<file path="src/rtl/line_burst_if.sv">
// Cache-side request/response handshake plus the single-word backing-store bus.
// The engine takes the master modport because it masters the backing-store bus.
interface line_burst_if #(
  parameter int cache_line_size          = 16,
  parameter int backing_store_word_size  = 2,
  parameter int backing_store_word_count = 2**25
);
  localparam int wpl         = cache_line_size / backing_store_word_size;
  localparam int word_addr_w = $clog2(backing_store_word_count);
  localparam int line_addr_w = word_addr_w - $clog2(wpl);

  logic                                   req_valid;
  logic                                   req_ready;
  logic                                   req_write;
  logic [line_addr_w-1:0]                 req_line_addr;
  logic [8*cache_line_size-1:0]           req_wdata;
  logic                                   resp_valid;
  logic                                   resp_error;
  logic [8*cache_line_size-1:0]           resp_rdata;
  logic [word_addr_w-1:0]                 backing_store_address;
  logic                                   backing_store_we;
  logic                                   backing_store_re;
  logic [8*backing_store_word_size-1:0]   backing_store_wdata;
  logic                                   backing_store_drdy;
  logic [8*backing_store_word_size-1:0]   backing_store_rdata;

  modport master (
    input  req_valid, req_write, req_line_addr, req_wdata,
    input  backing_store_drdy, backing_store_rdata,
    output req_ready, resp_valid, resp_error, resp_rdata,
    output backing_store_address, backing_store_we, backing_store_re, backing_store_wdata
  );

  modport slave (
    output req_valid, req_write, req_line_addr, req_wdata,
    output backing_store_drdy, backing_store_rdata,
    input  req_ready, resp_valid, resp_error, resp_rdata,
    input  backing_store_address, backing_store_we, backing_store_re, backing_store_wdata
  );
endinterface

</file>
<file path="src/rtl/line_burst_engine.sv">
// Splits one cache-line fill or eviction into single-word backing-store accesses and
// reassembles fill data into a line, reporting completion or timeout with one pulse.
module line_burst_engine #(
  parameter int cache_line_size          = 16,
  parameter int backing_store_word_size  = 2,
  parameter int backing_store_word_count = 2**25,
  parameter int backing_store_latency    = 3
) (
  input logic          backing_clk,
  input logic          reset_n,
  line_burst_if.master bus
);
  localparam int wpl            = cache_line_size / backing_store_word_size;
  localparam int wpl_log        = $clog2(wpl);
  localparam int word_addr_w    = $clog2(backing_store_word_count);
  localparam int line_addr_w    = word_addr_w - wpl_log;
  localparam int word_w         = 8 * backing_store_word_size;
  localparam int line_w         = 8 * cache_line_size;
  localparam int timeout_cycles = backing_store_latency + wpl + 8;
  localparam int cnt_w          = $clog2(wpl + 1);
  localparam int tmo_w          = $clog2(timeout_cycles + 1);

  typedef enum logic [2:0] {
    IDLE,
    WRITE_ISSUE,
    READ_ISSUE,
    READ_COLLECT,
    RESPOND
  } state_t;

  state_t                 state_q;
  state_t                 state_d;
  logic                   active_q;
  logic [line_addr_w-1:0] line_q;
  logic [line_w-1:0]      wdata_q;
  logic [line_w-1:0]      buf_q;
  logic [cnt_w-1:0]       issue_idx_q;
  logic [cnt_w-1:0]       collect_idx_q;
  logic [tmo_w-1:0]       wait_q;
  logic                   error_q;

  logic                   accept;
  logic                   reading;
  logic                   sample;
  logic                   collect_done;
  logic                   timeout_hit;
  logic                   last_issue;
  logic [word_addr_w-1:0] word_addr;

  assign accept       = (state_q == IDLE) && active_q && bus.req_valid;
  assign reading      = (state_q == READ_ISSUE) || (state_q == READ_COLLECT);
  assign sample       = reading && bus.backing_store_drdy;
  assign collect_done = sample && (collect_idx_q == cnt_w'(wpl - 1));
  assign last_issue   = (issue_idx_q == cnt_w'(wpl - 1));
  assign word_addr    = (word_addr_w'(line_q) << wpl_log) | word_addr_w'(issue_idx_q);

  // wait_q holds the silent cycles already elapsed since the last word (or acceptance);
  // firing on the (timeout_cycles-1)th one puts resp_valid timeout_cycles after that anchor.
  assign timeout_hit  = reading && !bus.backing_store_drdy &&
                        (wait_q == tmo_w'(timeout_cycles - 2));

  always_ff @(posedge backing_clk or negedge reset_n) begin
    if (!reset_n) begin
      state_q <= IDLE;
    end else begin
      state_q <= state_d;
    end
  end

  always_comb begin
    state_d                   = state_q;
    bus.req_ready             = 1'b0;
    bus.resp_valid            = 1'b0;
    bus.backing_store_we      = 1'b0;
    bus.backing_store_re      = 1'b0;
    bus.backing_store_address = '0;
    bus.backing_store_wdata   = '0;
    case (state_q)
      IDLE: begin
        bus.req_ready = active_q;
        if (accept) begin
          state_d = bus.req_write ? WRITE_ISSUE : READ_ISSUE;
        end
      end
      WRITE_ISSUE: begin
        bus.backing_store_we      = 1'b1;
        bus.backing_store_address = word_addr;
        bus.backing_store_wdata   = wdata_q[int'(issue_idx_q)*word_w +: word_w];
        if (last_issue) begin
          state_d = RESPOND;
        end
      end
      READ_ISSUE: begin
        bus.backing_store_re      = 1'b1;
        bus.backing_store_address = word_addr;
        if (collect_done || timeout_hit) begin
          state_d = RESPOND;
        end else if (last_issue) begin
          state_d = READ_COLLECT;
        end
      end
      READ_COLLECT: begin
        if (collect_done || timeout_hit) begin
          state_d = RESPOND;
        end
      end
      RESPOND: begin
        bus.resp_valid = 1'b1;
        state_d        = IDLE;
      end
      default: begin
        state_d = IDLE;
      end
    endcase
  end

  // active_q keeps req_ready low while reset is held and for the cycle it is released in.
  always_ff @(posedge backing_clk or negedge reset_n) begin
    if (!reset_n) begin
      active_q      <= 1'b0;
      line_q        <= '0;
      wdata_q       <= '0;
      buf_q         <= '0;
      issue_idx_q   <= '0;
      collect_idx_q <= '0;
      wait_q        <= '0;
      error_q       <= 1'b0;
    end else begin
      active_q <= 1'b1;
      if (accept) begin
        line_q        <= bus.req_line_addr;
        wdata_q       <= bus.req_wdata;
        buf_q         <= '0;
        issue_idx_q   <= '0;
        collect_idx_q <= '0;
        wait_q        <= '0;
        error_q       <= 1'b0;
      end else begin
        if ((state_q == WRITE_ISSUE) || (state_q == READ_ISSUE)) begin
          issue_idx_q <= issue_idx_q + cnt_w'(1);
        end
        if (sample) begin
          buf_q[int'(collect_idx_q)*word_w +: word_w] <= bus.backing_store_rdata;
          collect_idx_q <= collect_idx_q + cnt_w'(1);
          wait_q        <= '0;
        end else if (reading) begin
          wait_q <= wait_q + tmo_w'(1);
        end
        if (timeout_hit) begin
          error_q <= 1'b1;
        end
      end
    end
  end

  assign bus.resp_error = (state_q == RESPOND) && error_q;
  assign bus.resp_rdata = buf_q;
endmodule

</file>
<file path="src/flat_wrapper.sv">
// flat-port wrapper written by rule: the top's interface ports become plain ports
module line_burst_engine_flat 
#(
  parameter int cache_line_size          = 16,
  parameter int backing_store_word_size  = 2,
  parameter int backing_store_word_count = 2**25,
  parameter int backing_store_latency    = 3
)
  (backing_clk, reset_n, bus_req_valid, bus_req_write, bus_req_line_addr, bus_req_wdata, bus_backing_store_drdy, bus_backing_store_rdata, bus_req_ready, bus_resp_valid, bus_resp_error, bus_resp_rdata, bus_backing_store_address, bus_backing_store_we, bus_backing_store_re, bus_backing_store_wdata);
  line_burst_if #(.cache_line_size(cache_line_size), .backing_store_word_size(backing_store_word_size), .backing_store_word_count(backing_store_word_count)) bus_i ();
  input logic backing_clk;
  input logic reset_n;
  input wire logic [$bits(bus_i.req_valid)-1:0] bus_req_valid;
  input wire logic [$bits(bus_i.req_write)-1:0] bus_req_write;
  input wire logic [$bits(bus_i.req_line_addr)-1:0] bus_req_line_addr;
  input wire logic [$bits(bus_i.req_wdata)-1:0] bus_req_wdata;
  input wire logic [$bits(bus_i.backing_store_drdy)-1:0] bus_backing_store_drdy;
  input wire logic [$bits(bus_i.backing_store_rdata)-1:0] bus_backing_store_rdata;
  output wire logic [$bits(bus_i.req_ready)-1:0] bus_req_ready;
  output wire logic [$bits(bus_i.resp_valid)-1:0] bus_resp_valid;
  output wire logic [$bits(bus_i.resp_error)-1:0] bus_resp_error;
  output wire logic [$bits(bus_i.resp_rdata)-1:0] bus_resp_rdata;
  output wire logic [$bits(bus_i.backing_store_address)-1:0] bus_backing_store_address;
  output wire logic [$bits(bus_i.backing_store_we)-1:0] bus_backing_store_we;
  output wire logic [$bits(bus_i.backing_store_re)-1:0] bus_backing_store_re;
  output wire logic [$bits(bus_i.backing_store_wdata)-1:0] bus_backing_store_wdata;
  assign bus_i.req_valid = bus_req_valid;
  assign bus_i.req_write = bus_req_write;
  assign bus_i.req_line_addr = bus_req_line_addr;
  assign bus_i.req_wdata = bus_req_wdata;
  assign bus_i.backing_store_drdy = bus_backing_store_drdy;
  assign bus_i.backing_store_rdata = bus_backing_store_rdata;
  assign bus_req_ready = bus_i.req_ready;
  assign bus_resp_valid = bus_i.resp_valid;
  assign bus_resp_error = bus_i.resp_error;
  assign bus_resp_rdata = bus_i.resp_rdata;
  assign bus_backing_store_address = bus_i.backing_store_address;
  assign bus_backing_store_we = bus_i.backing_store_we;
  assign bus_backing_store_re = bus_i.backing_store_re;
  assign bus_backing_store_wdata = bus_i.backing_store_wdata;
  line_burst_engine #(.cache_line_size(cache_line_size), .backing_store_word_size(backing_store_word_size), .backing_store_word_count(backing_store_word_count), .backing_store_latency(backing_store_latency)) u_core (.backing_clk(backing_clk), .reset_n(reset_n), .bus(bus_i));
endmodule
</file>
<file path="config.mk">
export PLATFORM = sky130hd
export DESIGN_NAME = line_burst_engine_flat
export DESIGN_NICKNAME = d
export VERILOG_FILES = /design/src/rtl/line_burst_if.sv /design/src/rtl/line_burst_engine.sv /design/src/flat_wrapper.sv
export SDC_FILE = /design/constraint.sdc
export NUM_CORES = 1
export LEC_CHECK = 0
export CORE_MARGIN = 1.5
export CORE_UTILIZATION = 49
export DETAILED_ROUTE_END_ITERATION = 7
export PLACE_DENSITY = 0.81
export SYNTH_ARGS = -nofsm -noshare
export SYNTH_HDL_FRONTEND = slang
export SYNTH_SLANG_ARGS = --single-unit
</file>
<file path="constraint.sdc">
create_clock -name backing_clk -period 2.5 [get_ports backing_clk]
set_input_delay 0.5 -clock backing_clk [delete_from_list [all_inputs] [get_ports backing_clk]]
set_output_delay 0.5 -clock backing_clk [all_outputs]
set_load 0.02 [all_outputs]
</file>
### Yosys cells after proc, flatten, opt, wreduce, memory -nomap -nowiden

Cells that the tools add are included.

| word-level totals | value |
|---|---|
| flip-flop bits (word level) | 296 |
| input port bits | 171 |

| cells by class | value |
|---|---|
| $add $sub $neg | 4 |
| equality and inequality tests | 11 |
| shift operators | 3 |
| muxes and demuxes | 25 |
| bitwise operators | 1 |
| reductions and logical operators | 18 |

Operators by type and width:

| cell | number |
|---|---|
| 128-bit two-way mux | 2 |
| 128-bit bitwise mux | 1 |
| 16-bit by 33-bit variable shift with 128-bit output (first input constant) | 1 |
| 128-bit by 9-bit variable part select with 16-bit output | 1 |
| 16-bit by 33-bit variable part select with 128-bit output | 1 |
| 8-bit negation with 33-bit output | 1 |
| 25-bit two-way mux | 1 |
| 25-bit by 4-bit OR with 25-bit output | 1 |
| 16-bit two-way mux | 1 |
| 4-bit two-way mux | 4 |
| 3-bit two-way mux | 5 |
| 5-bit two-way mux | 3 |
| 3-bit one-hot mux with 4 select lines | 1 |
| 4-bit by 1-bit adder with 4-bit output (second input constant) | 2 |
| 4-bit by 3-bit == test with 1-bit output (second input constant) | 2 |
| 1-bit logical AND | 7 |
| 3-bit by 2-bit == test with 1-bit output (second input constant) | 2 |
| 1-bit two-way mux | 6 |
| 2-bit nonzero test | 3 |
| 5-bit by 1-bit adder with 5-bit output (second input constant) | 1 |
| 5-bit == test (second input constant) | 1 |
| 2-bit by 1-bit inequality test with 1-bit output (second input constant) | 2 |
| 4-bit AND reduction | 1 |
| 3-bit by 1-bit == test with 1-bit output (second input constant) | 1 |
| 9 further kinds | 11 |

### Longest topological paths before layout

| depth | value |
|---|---|
| word-level depth | 7 |
| depth in mapped cells | 10 |
| gate-level depth less buffers | 6 |

### Least setup slack after synthesis

Ideal clock, no wire load.

| timing | value |
|---|---|
| path type | flip-flop to flip-flop |
| start | register u_core.collect_idx_q[2] |
| end | register u_core.buf_q[79], in the netlist u_core.bus.resp_rdata[79] |
| library setup time | 0.083 ns |
| arrival | 2.210 ns |
| setup slack | 0.208 ns |
| cell stages (with the launch flop) | 9 |
| path buffers | 2 |
| clock period less this slack | 2.292 ns |
| path through | dfrtp_1 buf_2 nor3_1 ha_1 or3b_4 a2111oi_4 buf_2 nand2_1 o21ai_0 |

| on the way | value |
|---|---|
| word-level cells in the longest chain between the ends | 5 |

RTL lines:

| element | line | text |
|---|---|---|
| start, declared | line_burst_engine.sv:38 | `logic [cnt_w-1:0] collect_idx_q;` |
| start signal, assigned | line_burst_engine.sv:144 | `collect_idx_q <= collect_idx_q + cnt_w'(1);` |
| 8-bit negation with 33-bit output * | line_burst_engine.sv:143 | `buf_q[int'(collect_idx_q)*word_w +: word_w] <= bus.backing_store_rdata;` |
| 16-bit by 33-bit variable part select with 128-bit output or 16-bit by 33-bit variable shift with 128-bit output (tied branches) | line_burst_engine.sv:143 |  |
| 128-bit bitwise mux * | line_burst_engine.sv:143 |  |
| 128-bit two-way mux * | line_burst_engine.sv:142 | `if (sample) begin` |
| 128-bit two-way mux * | line_burst_engine.sv:130 | `if (accept) begin` |
| end signal, assigned by index | line_burst_engine.sv:143 |  |
| end, declared | line_burst_engine.sv:36 | `logic [line_w-1:0] buf_q;` |

Mark *: on every way between the ends. The rest lies on a longest branch, timed or not. The select of a mux whose other input is x is not followed.
A chain may end at the register's enable or synchronous reset.

### Worst setup path after layout

| timing | value |
|---|---|
| start | register u_core.state_q[1] |
| end | output port bus_backing_store_wdata[9] |

| on the way | value |
|---|---|
| word-level cells in the longest chain between the ends | 2 |

RTL lines:

| element | line | text |
|---|---|---|
| start, declared | line_burst_engine.sv:31 | `state_t state_q;` |
| start signal, assigned | line_burst_engine.sv:66 | `state_q <= state_d;` |
| 3-bit by 1-bit == test with 1-bit output | line_burst_engine.sv:78 | `case (state_q)` |
| 16-bit two-way mux | line_burst_engine.sv:78 |  |
| end, declared | flat_wrapper.sv:26 | `output wire logic [$bits(bus_i.backing_store_wdata)-1:0] bus_backing_store_wdata;` |

Every way passes these cells.

==> flow_summary.ini <==
[synthesis]
synthAdderAreaFrac = 0.00677
syn-instance-count = 1375
avgSynthCellArea_um2 = 9.41
synth_xor_area_frac = 0.00474
yosysSeqAreaShare = 0.573
synthArstFlopShare = 1.00
synth_fp_nets = 1553
yosysWarnings = 0
synth_top_family_by_area = simple AND/OR/NAND/NOR gates
synth_compound_area_frac = 0.0754
synth_edf_count = 0
synth_area_um2 = 12900
synthMuxAreaShare = 0.0565
yosys.cell_types.count = 47
ys_ff_latch = 296
synthFlopType = dfrtp_1
synth_simple_gate_area_frac = 0.240

[route]
totalWireLength_um = 39400
drc_errors = 0
wire_per_inst_um = 18.9
vias = 11400
drt_iter0_markers = 1217
ant_nets = 0
viasPerCell = 5.48
firstDrtPassIters = 5

[power]
finalPower_mw = 19.1
vdd.ir_drop.worst_mv = 1.19
leakage_nw = 8.55
power_density_nw_per_um2 = 1050

[layout]
drive_gt1_frac = 0.125
finalNonFillerCells = 2077
multiInputGateArea_um2 = 5150
synthToLayoutAreaGrowth_pct = 40.5
nFillCells = 1834
fin_area_um2 = 18200
seq_area_um2 = 7410
fin_nets = 1895

[die]
core_um2 = 26000
die_area_um2 = 27400
die_h_um = 165
rows = 59
io_pins = 345
start_util = 0.498
dieWidth_um = 165

[clock_tree]
cts_tree = built
clkTransAtPathRegs_ns = 0.06
clockBufferDepth = 3
cts_sinks = 296
h-tree-depth = 1
clock_latency_ns = 0.55
root_buffer = clkbuf_16
cts_buffers = 30

[worst_setup_path]
cp_top_family = simple AND/OR/NAND/NOR gates
crit_type = flip-flop to primary output
cp_cell_sequence = nand2b_4 > or4_4 > clkbuf_16 > o22ai_4 > buf_6
reg2reg_depth = 7
crit_slowest_cell = or4_4
crit_fanout = 8
max_stage_delay_ns = 0.47
path_buf_inv = 2
critPathLaunchType = flip-flop
arrival_ns = 2.15
required_ns = 2.00
cp_num_cells = 5
end_kind = primary output

[placement]
place_area_um2 = 17000
numPortBuffers = 344
gp_congestion = 0.893
dp_hpwl_um = 27400
place_inst = 2014

[global_route]
grt_pass1_wl_um = 59800
grt_pass1_vias = 11100
grt_usage = 0.283
antenna_found_initial = 0
grt-ovfl-total = 0
grt_max_degree = 87

[sta]
tightest_slew_ns = 0.848
drv_slew = 0
timing.hold.ws_ns = 0.463
post-route-period-util = 1.06
clock.fmax_ghz = 0.378
finalWorstSetupSlack_ns = -0.147
fin_worst_skew_ns = 0.0115
relSlewSlack = 0.435
fin_crit_ns = 2.65
setup_viol = 18
finalHoldViolations = 0
rsz0062_at_grt = true

[outcome]
outcome = finished with violations
violations = setup timing

[job]
maxCapViolations = 0

[min_path]
hp-class = flip-flop to flip-flop
min_delay_path_depth = 2
## metal layers
metal  up-vias  part of all wire  global-route usage
li1       5180                 -                   -
met1      5497              0.38               0.352
met2       594              0.49               0.485
met3       102             0.094              0.0597
met4         0             0.038               0.109
met5         -                 0                   0
## worst reg2reg max path, cell delays in order, from the launching register on
cell,delay [ns]
dfrtp_1,0.47
nor3_1,0.09
ha_1,0.39
or3b_4,0.47
a2111oi_4,0.39
buf_12,0.23
nand2_1,0.09
o21ai_1,0.10
## report_power, final
| group | internal, mW | switching (mW) | total [mW] |
|---|---|---|---|
| Sequential | 6.09 | 0.839 | 6.92 |
| Combinational | 3.40 | 4.08 | 7.48 |
| Clock | 2.78 | 1.86 | 4.65 |
## metrics by stage
stage / setup slack [ns] / setup TNS, ns / utilization
4_1_cts: -0.128 / -1.74 / 0.699
3_3_place_gp: -0.0954 / -0.534 / 0.653
5_1_grt: -0.178 / -3.23 / 0.699
3_5_place_dp: -0.0971 / -0.408 / 0.653
6_report: -0.147 / -1.83 / 0.700
2_1_floorplan: 0.208 / 0 / -
## registers in the layout, indices dropped and copies added, names as in the netlist
register,cells
u_core.collect_idx_q,4
u_core.active_q,1
u_core.state_q,3
u_core.wait_q,5
u_core.bus.resp_rdata,128
u_core.error_q,1
u_core.issue_idx_q,4
u_core.wdata_q,128
u_core.line_q,22
## cell usage after synthesis, types with 2 or more instances
library cell  count  area, µm²
dfrtp_1         296       7410
nand4_1           9       56.3
o22ai_1          18        113
xor2_1            2       17.5
or3_1             3       18.8
buf_6             3       33.8
nor3_1            5       25.0
a211oi_1          2       15.0
mux4_2           32        721
nand3_1          53        265
o21ai_1          17       85.1
nand3b_1          2       15.0
a2111oi_4         2       55.1
and2_1           28        175
o21bai_1          2       15.0
a22o_1           30        263
clkbuf_1         45        169
o21a_1            2       15.0
buf_2            43        215
nand4b_1          3       26.3
inv_1            37        139
nor2_1           17       63.8
nand2b_1          5       31.3
nand2_1         607       2280
a21oi_1           8       40.0
o21ai_0          69        345
ha_1              7       87.6
nor3b_1           3       22.5
or4_1             3       22.5
xnor2_1           5       43.8
## final cells by class
class | count | area share
clock inverter | 9 | 0.00675
timing repair buffer | 402 | 0.222
multi-input combinational | 950 | 0.283
antenna | 1 | 0.000138
sequential | 296 | 0.408
inverter | 37 | 0.00764
tap | 335 | 0.0231
clock buffer | 47 | 0.0498
## what timing repair did
action / 4_1_cts / 5_1_grt
resized for setup: 226 / 20
endpoints found under the setup margin: 46 / 39
hold buffers: 1 / 0
pin swaps: 0 / 1
hold endpoints to repair: 48 / 0
setup buffers: 3 / 0
cloned: 1 / 1
## logic make-up after synthesis
kind of cell / Yosys count
multiplexers: 33
other: 1
AO/OA/AOI/OAI: 153
flip-flops: 296
AND/OR/NAND/NOR: 749
XOR/XNOR: 7
adder cells (fa/ha/maj): 7
buffers and inverters: 129
## path summary, 6_finish.rpt
kind / start / to / slack [ns]
max in group asynchronous: reset_n / u_core.bus.resp_rdata[63] / 1.25
min in group asynchronous: reset_n / u_core.wdata_q[88] / 0.48
max reg2reg: u_core.collect_idx_q[1] / u_core.bus.resp_rdata[40] / 0.19
min: u_core.line_q[4] / u_core.line_q[4] / 0.46
min reg2reg: u_core.line_q[4] / u_core.line_q[4] / 0.46
max: u_core.state_q[1] / bus_backing_store_wdata[9] / -0.15
## placed cells by master (no fill, tap or decap), drive strengths merged, types with 17 or more instances in the layout
cell type,n
a22o,30
and2,28
buf,97
clkbuf,50
clkdlybuf4s50,297
dfrtp,296
inv,37
mux4,32
nand2,607
nand3,53
nor2,17
o21ai,86
o22ai,18
No activity file was read; power rests on OpenSTA's default activity.
